[config.mk]
export PLATFORM = sky130hd
export DESIGN_NAME = blinds_motor_driver
export DESIGN_NICKNAME = d
export VERILOG_FILES = /design/src/rtl/blinds_motor_driver.sv
export SDC_FILE = /design/constraint.sdc
export NUM_CORES = 1
export LEC_CHECK = 0
export ABC_AREA = 1
export CAP_MARGIN = 10
export CORE_ASPECT_RATIO = 0.5
export CORE_UTILIZATION = 50
export CTS_BUF_LIST = sky130_fd_sc_hd__clkbuf_2 sky130_fd_sc_hd__clkbuf_4 sky130_fd_sc_hd__clkbuf_8
export CTS_CLUSTER_DIAMETER = 80
export DETAILED_ROUTE_END_ITERATION = 8
export GPL_ROUTABILITY_DRIVEN = 0
export PLACE_DENSITY = 0.77
export SYNTH_ARGS = -nofsm -noshare
export SYNTH_HDL_FRONTEND = slang
export SYNTH_SLANG_ARGS = --single-unit
[constraint.sdc]
create_clock -name clk -period 1.9 [get_ports clk]
set_input_delay 0.38 -clock clk [delete_from_list [all_inputs] [get_ports clk]]
set_output_delay 0.38 -clock clk [all_outputs]
set_load 0.01 [all_outputs]
[src/rtl/blinds_motor_driver.sv]
// -----------------------------------------------------------------------------
// blinds_motor_driver
//
// Drives the blinds motor H-bridge toward the position requested by
// window_blinds_automation. The motor runs until the matching end-of-travel
// limit switch closes. Every start and every reversal is preceded by a
// motor-off dead time. The driver faults if travel takes too long, or if both
// limit switches read active at the same time.
//
// Optional feature (compile-time macro BLINDS_FAULT_RETRY_EN):
//   When defined, a travel-timeout fault returns to IDLE on its own after
//   RETRY_DELAY cycles, once. A second timeout before the target limit is
//   reached latches the fault. Both-limits faults always latch.
//   When undefined, every fault latches until fault_clr or rst.
//
// Ports:
//   clk          in   system clock
//   rst          in   synchronous, active-high reset
//   blinds_open  in   target position (1=open, 0=closed), same clock domain
//   limit_open   in   asynchronous open end-stop switch (1=reached)
//   limit_closed in   asynchronous closed end-stop switch (1=reached)
//   fault_clr    in   single-cycle pulse that clears FAULT
//   motor_up     out  H-bridge drive, opening direction
//   motor_down   out  H-bridge drive, closing direction
//   at_open      out  synchronised limit_open
//   at_closed    out  synchronised limit_closed
//   fault        out  high while in FAULT
//   fault_cause  out  01=travel timeout, 10=both limits active, 00=none
//
// The FSM state is held in the register 'state' (type state_t), and the
// direction in 'dir'. Checkers can bind to these registers directly.
// -----------------------------------------------------------------------------
module blinds_motor_driver #(
    parameter int DEADTIME       = 4,
    parameter int TRAVEL_TIMEOUT = 50000000,
    parameter int RETRY_DELAY    = 1000
) (
    input  logic       clk,
    input  logic       rst,
    input  logic       blinds_open,
    input  logic       limit_open,
    input  logic       limit_closed,
    input  logic       fault_clr,
    output logic       motor_up,
    output logic       motor_down,
    output logic       at_open,
    output logic       at_closed,
    output logic       fault,
    output logic [1:0] fault_cause
);

    // One shared counter serves the dead time, the travel timer and the retry
    // delay. Only one of them is active in any given state. The width is
    // sized for the largest terminal value, so the counter can never wrap.
    localparam int MAX_A = (DEADTIME > TRAVEL_TIMEOUT) ? DEADTIME : TRAVEL_TIMEOUT;
    localparam int MAX_V = (MAX_A > RETRY_DELAY) ? MAX_A : RETRY_DELAY;
    localparam int CW    = $clog2(MAX_V + 1);

    localparam logic [CW-1:0] DEAD_LAST   = CW'(DEADTIME - 1);
    localparam logic [CW-1:0] TRAVEL_LAST = CW'(TRAVEL_TIMEOUT - 1);
`ifdef BLINDS_FAULT_RETRY_EN
    localparam logic [CW-1:0] RETRY_LAST  = CW'(RETRY_DELAY - 1);
`endif

    localparam logic [1:0] CAUSE_NONE    = 2'b00;
    localparam logic [1:0] CAUSE_TIMEOUT = 2'b01;
    localparam logic [1:0] CAUSE_LIMITS  = 2'b10;

    typedef enum logic [2:0] {
        S_IDLE    = 3'd0,
        S_DEAD    = 3'd1,
        S_OPENING = 3'd2,
        S_CLOSING = 3'd3,
        S_FAULT   = 3'd4
    } state_t;

    state_t        state, state_n;
    logic          dir, dir_n;
    logic [CW-1:0] cnt, cnt_n;
    logic [1:0]    cause, cause_n;
`ifdef BLINDS_FAULT_RETRY_EN
    logic          retry_used, retry_n;
`endif

    // Two-flop synchronisers for the asynchronous end-stop switches.
    logic lim_o_m, lim_o_s;
    logic lim_c_m, lim_c_s;

    always_ff @(posedge clk) begin
        if (rst) begin
            lim_o_m <= 1'b0;
            lim_o_s <= 1'b0;
            lim_c_m <= 1'b0;
            lim_c_s <= 1'b0;
        end else begin
            lim_o_m <= limit_open;
            lim_o_s <= lim_o_m;
            lim_c_m <= limit_closed;
            lim_c_s <= lim_c_m;
        end
    end

    // State register.
    always_ff @(posedge clk) begin
        if (rst) begin
            state      <= S_IDLE;
            dir        <= 1'b0;
            cnt        <= '0;
            cause      <= CAUSE_NONE;
`ifdef BLINDS_FAULT_RETRY_EN
            retry_used <= 1'b0;
`endif
        end else begin
            state      <= state_n;
            dir        <= dir_n;
            cnt        <= cnt_n;
            cause      <= cause_n;
`ifdef BLINDS_FAULT_RETRY_EN
            retry_used <= retry_n;
`endif
        end
    end

    // Next-state logic. Every transition clears the counter, so each state
    // starts timing from zero.
    always_comb begin
        state_n = state;
        dir_n   = dir;
        cnt_n   = cnt;
        cause_n = cause;
`ifdef BLINDS_FAULT_RETRY_EN
        retry_n = retry_used;
`endif
        if (state != S_FAULT && lim_o_s && lim_c_s) begin
            // Both end-stops closed at once means a broken switch or wiring
            // fault. This check overrides every other transition.
            state_n = S_FAULT;
            cause_n = CAUSE_LIMITS;
            cnt_n   = '0;
        end else begin
            case (state)
                S_IDLE: begin
                    if (blinds_open && !lim_o_s) begin
                        state_n = S_DEAD;
                        dir_n   = 1'b1;
                        cnt_n   = '0;
                    end else if (!blinds_open && !lim_c_s) begin
                        state_n = S_DEAD;
                        dir_n   = 1'b0;
                        cnt_n   = '0;
                    end
                end
                S_DEAD: begin
                    // The direction follows the latest target at the exit
                    // edge. A change in target during DEAD does not restart
                    // the dead time.
                    if (cnt == DEAD_LAST) begin
                        dir_n   = blinds_open;
                        state_n = blinds_open ? S_OPENING : S_CLOSING;
                        cnt_n   = '0;
                    end else begin
                        cnt_n = cnt + CW'(1);
                    end
                end
                S_OPENING: begin
                    // The limit check comes before the timeout check, so a
                    // limit that arrives on the last allowed cycle still wins.
                    if (lim_o_s) begin
                        state_n = S_IDLE;
                        cnt_n   = '0;
`ifdef BLINDS_FAULT_RETRY_EN
                        retry_n = 1'b0;
`endif
                    end else if (!blinds_open) begin
                        state_n = S_DEAD;
                        dir_n   = 1'b0;
                        cnt_n   = '0;
                    end else if (cnt == TRAVEL_LAST) begin
                        state_n = S_FAULT;
                        cause_n = CAUSE_TIMEOUT;
                        cnt_n   = '0;
                    end else begin
                        cnt_n = cnt + CW'(1);
                    end
                end
                S_CLOSING: begin
                    if (lim_c_s) begin
                        state_n = S_IDLE;
                        cnt_n   = '0;
`ifdef BLINDS_FAULT_RETRY_EN
                        retry_n = 1'b0;
`endif
                    end else if (blinds_open) begin
                        state_n = S_DEAD;
                        dir_n   = 1'b1;
                        cnt_n   = '0;
                    end else if (cnt == TRAVEL_LAST) begin
                        state_n = S_FAULT;
                        cause_n = CAUSE_TIMEOUT;
                        cnt_n   = '0;
                    end else begin
                        cnt_n = cnt + CW'(1);
                    end
                end
                S_FAULT: begin
                    if (fault_clr) begin
                        state_n = S_IDLE;
                        cause_n = CAUSE_NONE;
                        cnt_n   = '0;
`ifdef BLINDS_FAULT_RETRY_EN
                        retry_n = 1'b0;
`endif
                    end
`ifdef BLINDS_FAULT_RETRY_EN
                    // Only the first timeout since the last successful
                    // travel returns to IDLE on its own.
                    else if (cause == CAUSE_TIMEOUT && !retry_used) begin
                        if (cnt == RETRY_LAST) begin
                            state_n = S_IDLE;
                            cause_n = CAUSE_NONE;
                            cnt_n   = '0;
                            retry_n = 1'b1;
                        end else begin
                            cnt_n = cnt + CW'(1);
                        end
                    end
`endif
                end
                default: begin
                    state_n = S_IDLE;
                    cnt_n   = '0;
                end
            endcase
        end
    end

    // Outputs are decoded from the registered state, so the two motor
    // drives can never be high at the same time.
    assign motor_up    = (state == S_OPENING);
    assign motor_down  = (state == S_CLOSING);
    assign fault       = (state == S_FAULT);
    assign fault_cause = cause;
    assign at_open     = lim_o_s;
    assign at_closed   = lim_c_s;

endmodule

# Yosys cells after proc, flatten, opt, wreduce, memory -nomap -nowiden
# Cells that the tools add are included.
# word_totals
regBits	35
inputBits	6
out_inout_bits	7
word_cells	77
# classes
addsub	1
eq_ne	21
n_mux	30
n_reduce_logical	16
# ops
op	count
26-bit two-way mux	9
26-bit case mux with 5 select lines	1
3-bit two-way mux	10
26-bit by 1-bit adder with 26-bit output, second input constant	1
26-bit by 2-bit equality test with 1-bit output, second input constant	1
26-bit equality test, second input constant	1
3-bit by 2-bit inequality test with 1-bit output, second input constant	5
3-bit case mux with 5 select lines	1
2-bit two-way mux	7
2-bit inequality test, second input constant	6
6-bit AND reduction	2
3-bit inequality test, second input constant	3
3-bit by 2-bit equality test with 1-bit output, second input constant	2
2-bit case mux with 3 select lines	1
3-bit AND reduction	2
1-bit logical AND	4
4-bit inequality test, second input constant	1
4-bit nonzero test	1
3-bit by 1-bit equality test with 1-bit output, second input constant	1
3-bit equality test, second input constant	1
1-bit zero test	3
3-bit zero test	1
3-bit nonzero test	1
2-bit AND reduction	1
other kinds (2)	2

# Logic depth before layout (Yosys ltp)
# depth
ltp_word	6
depth_mapped	12
ltp_nobuf	12

# Worst setup path after synthesis
# Ideal clock, no wire load.
# synth_path
kind	register to register
startpoint	register cnt[0]
endpoint	register cnt[11]
setup_time_ns	0.113
t_arrival_ns	1.523
required_ns	1.787
setup_slack_ns	0.264
stages_incl_launch_ff	12
path_buffers	1
period_less_slack_ns	1.636
path_cell_list	dfxtp_1 -> ha_1 -> nand2_1 -> nor2_2 -> nand2_2 -> nor2_4 -> nand3_4 -> nand2_4 -> nand2_4 -> buf_6 -> o21ai_1 -> inv_1
# synth_between
elab_chain_len	5
word_cells_on_any_way	10
cone_classes	add/sub (1); eq/ne (2); mux (7)
# synth_rtl
item	line_no	source
start, declared	79	logic [CW-1:0] cnt, cnt_n;
start signal, assigned	116	cnt <= cnt_n;
26-bit by 1-bit adder with 26-bit output or 26-bit equality test (tied branches)	-	
26-bit two-way mux	178, 197	
26-bit two-way mux, on equally long branches	193, 174	
26-bit two-way mux, on equally long branches	187, 168	
26-bit case mux with 5 select lines (*)	141	case (state)
# Every way passes the cells marked *; elsewhere a longest branch is shown, timed or not.
# A chain may end at the register's enable or synchronous reset.

# Final worst setup path
# layout_path
startpoint	register cnt[0]
endpoint	register cnt[24]
# The elaborated chain is that of the path after synthesis.

==> results.cfg <==
[yosys]
yosysMostFrequentCell = nand2_1
synth_top_area_cell = dfxtp_1
synth_seq_cells = 35
ys_seq_area_frac = 0.312
postSynth.asyncResetShare = 0
synth_flop_cell = dfxtp_1
synth_common_cells = nand2_1, nor2_1, inv_1
synth_edf_count = 0
synth_area_leaders = dfxtp_1, nand2_1, nor2_1
syn_avg_cell_area_sq_um = 6.37
yosys_warnings = 0
syn_nets = 359
syn_inst = 352
netlist_area_sq_um = 2240
yosysTopAreaCellShare = 0.312
synth.distinct_cells = 35

[global_route]
grt_max_degree = 16
grt_overflow = 0
grt_util_met3 = 0.0516
met2_usage = 0.410
grtUsageTotal = 0.246
grt_first_pass_wirelength_microns = 9440
grt_pass1_vias = 2105
use_met1 = 0.322
antenna_found_initial = 0
gr-max-usage-layer = met2

[drt]
vias = 2369
routed_via_density = 5.48
ant_nets = 0
dr.pass1.iters = 5
drt_iter0_drc = 168
drc = 0
avgRoutedWirePerCell_microns = 13.2
routed_wl_microns = 5720

[setup_path]
crit_fanout = 5
cp_data_arrival_time_ns = 1.98
start_kind = flip-flop
required_ns = 2.07
worstSetupPathType = reg -> reg
endpoint_kind = flip-flop

[power]
ir_drop_v = 0.000464
p_leak_nw = 1.19
p_per_area_nw_per_um2 = 654

[cells_and_area]
antenna_cells = 0
nets = 384
layout.cells.non_filler = 432
final_util = 0.640
drive_gt1_frac = 0.151
fillers = 355
area_growth_pct = 17.1

[timing]
drv_slew = 0
report.final.hold_viol_count = 0
fmax_ghz = 0.555
setup_viol_count_final = 0
fin_skew_ns = 0.00860
holdWs_ns = 0.410
tns_ns = 0
max_slew.worst_pin.slew_ns = 0.351
slew_headroom = 0.764
finalCritPeriodShare = 0.948
final.min_clock_period_ns = 1.80

[run_status]
status = complete, no violations

[job]
maxCapViolations = 0

[clock_tree]
insertion_delay_ns = 0.29
cts_buffer_depth = 2
clkSinkCount = 35
clkTransAtPathRegs_ns = 0.07
cts-root-buf = clkbuf_8
h-tree-depth = 2
cts_tree = done
cts_inserted_buffers = 5

[placement]
place_inst = 422
dp_hpwl_microns = 4140
portBuffers = 12

[floorplan]
io_pins = 13
core_area_sq_um = 4100
die-area_sq_um = 4780
num_rows = 16
die-width_microns = 96.7
start_util = 0.547
fp.dieH_microns = 49.4

[hold_path]
hp-class = reg -> reg
-- stage by stage --
step | total power, mW | instance area (sq um) | setup slack (ns)
final | 1.72 | 2630 | 0.0989
after global routing | 1.79 | 2630 | -0.00705
after CTS | 1.72 | 2570 | 0.00132
after detailed placement | 1.10 | 2460 | -0.0395
after global placement | 1.10 | 2460 | 0.0122
after floorplan | 1.02 | 2240 | 0.264
-- cell type report --
cell class / instances / area [sq um] / share of cell area
clock buffer: 8 / 104 / 0.0395
sequential: 35 / 707 / 0.269
timing repair buffer: 24 / 218 / 0.0829
tap: 54 / 67.6 / 0.0257
inverter: 53 / 201 / 0.0767
multi-input combinational: 258 / 1330 / 0.506
-- placed cells by master, fill, tap and decap left out, types with 2 or more instances in the layout --
cell type	n
nor2_1	55
nor2_4	5
nand2_4	3
a21oi_1	23
nand2_2	7
o21ai_0	7
dfxtp_2	5
inv_1	48
nand3b_1	2
nor2_2	4
nand3_1	30
nand3_2	2
nor3_1	10
dfxtp_1	30
clkdlybuf4s50_1	9
dlymetal6s2s_1	3
nand4_1	10
nand3_4	2
nor3_2	2
buf_4	12
xnor2_1	2
xor2_1	5
inv_2	3
nand2_1	77
clkbuf_8	7
-- layer usage --
layer	wire (microns)	vias to the layer above
met2	2650	115
li1	-	1168
met3	471	15
met4	105	0
met5	0	-
met1	2490	1071
-- flip-flops by register name (all words and copies together), names as in the netlist --
name	cells
at_closed	1
at_open	1
cnt	26
fault_cause	2
lim_c_m	1
lim_o_m	1
state	3
-- worst paths after layout --
kind / start / endpoint / slack [ns] / cells after the start
worst min-delay path: lim_o_m / at_open / 0.41 / 2
worst min register to register: lim_o_m / at_open / 0.41 / 2
worst max-delay path: cnt[0] / cnt[24] / 0.1 / 10
worst max register to register: cnt[0] / cnt[24] / 0.1 / 10
-- power breakdown --
group / switching [mW] / internal (mW) / total (mW)
clock network: 0.271 / 0.345 / 0.617
logic: 0.208 / 0.114 / 0.322
registers: 0.0224 / 0.756 / 0.779
-- critical path: stages, from the launching register on --
cell and delay, ns:
dfxtp_2 0.36, ha_2 0.21, nand2_2 0.09, nor2_4 0.15, nand2_4 0.10, nor2_4 0.15
nand3_2 0.11, nor3_4 0.25, nand3_1 0.13, nand3_1 0.11, nor2_1 0.05
-- logic make-up (layout without fill, tap and decap cells) --
| logic type | after synthesis | count (layout) | share of synthesized area |
|---|---|---|---|
| AOI/OAI and AO/OA | 39 | 39 | 0.0998 |
| adders and majority gates | 1 | 1 | 0.00558 |
| DFF | 35 | 35 | 0.312 |
| and+or+nand+nor | 211 | 211 | 0.446 |
| xor gates and xnor gates | 7 | 7 | 0.0273 |
| buffers and inverters | 59 | 85 | 0.109 |
-- repair_timing --
action	4_1_cts	5_1_grt
gates resized for setup	2	14
gates cloned	0	0
setup endpoints to repair	1	17
hold buffers	0	0
setup buffers	0	2
pin swaps	0	3
(Power assumes the default switching activity.)
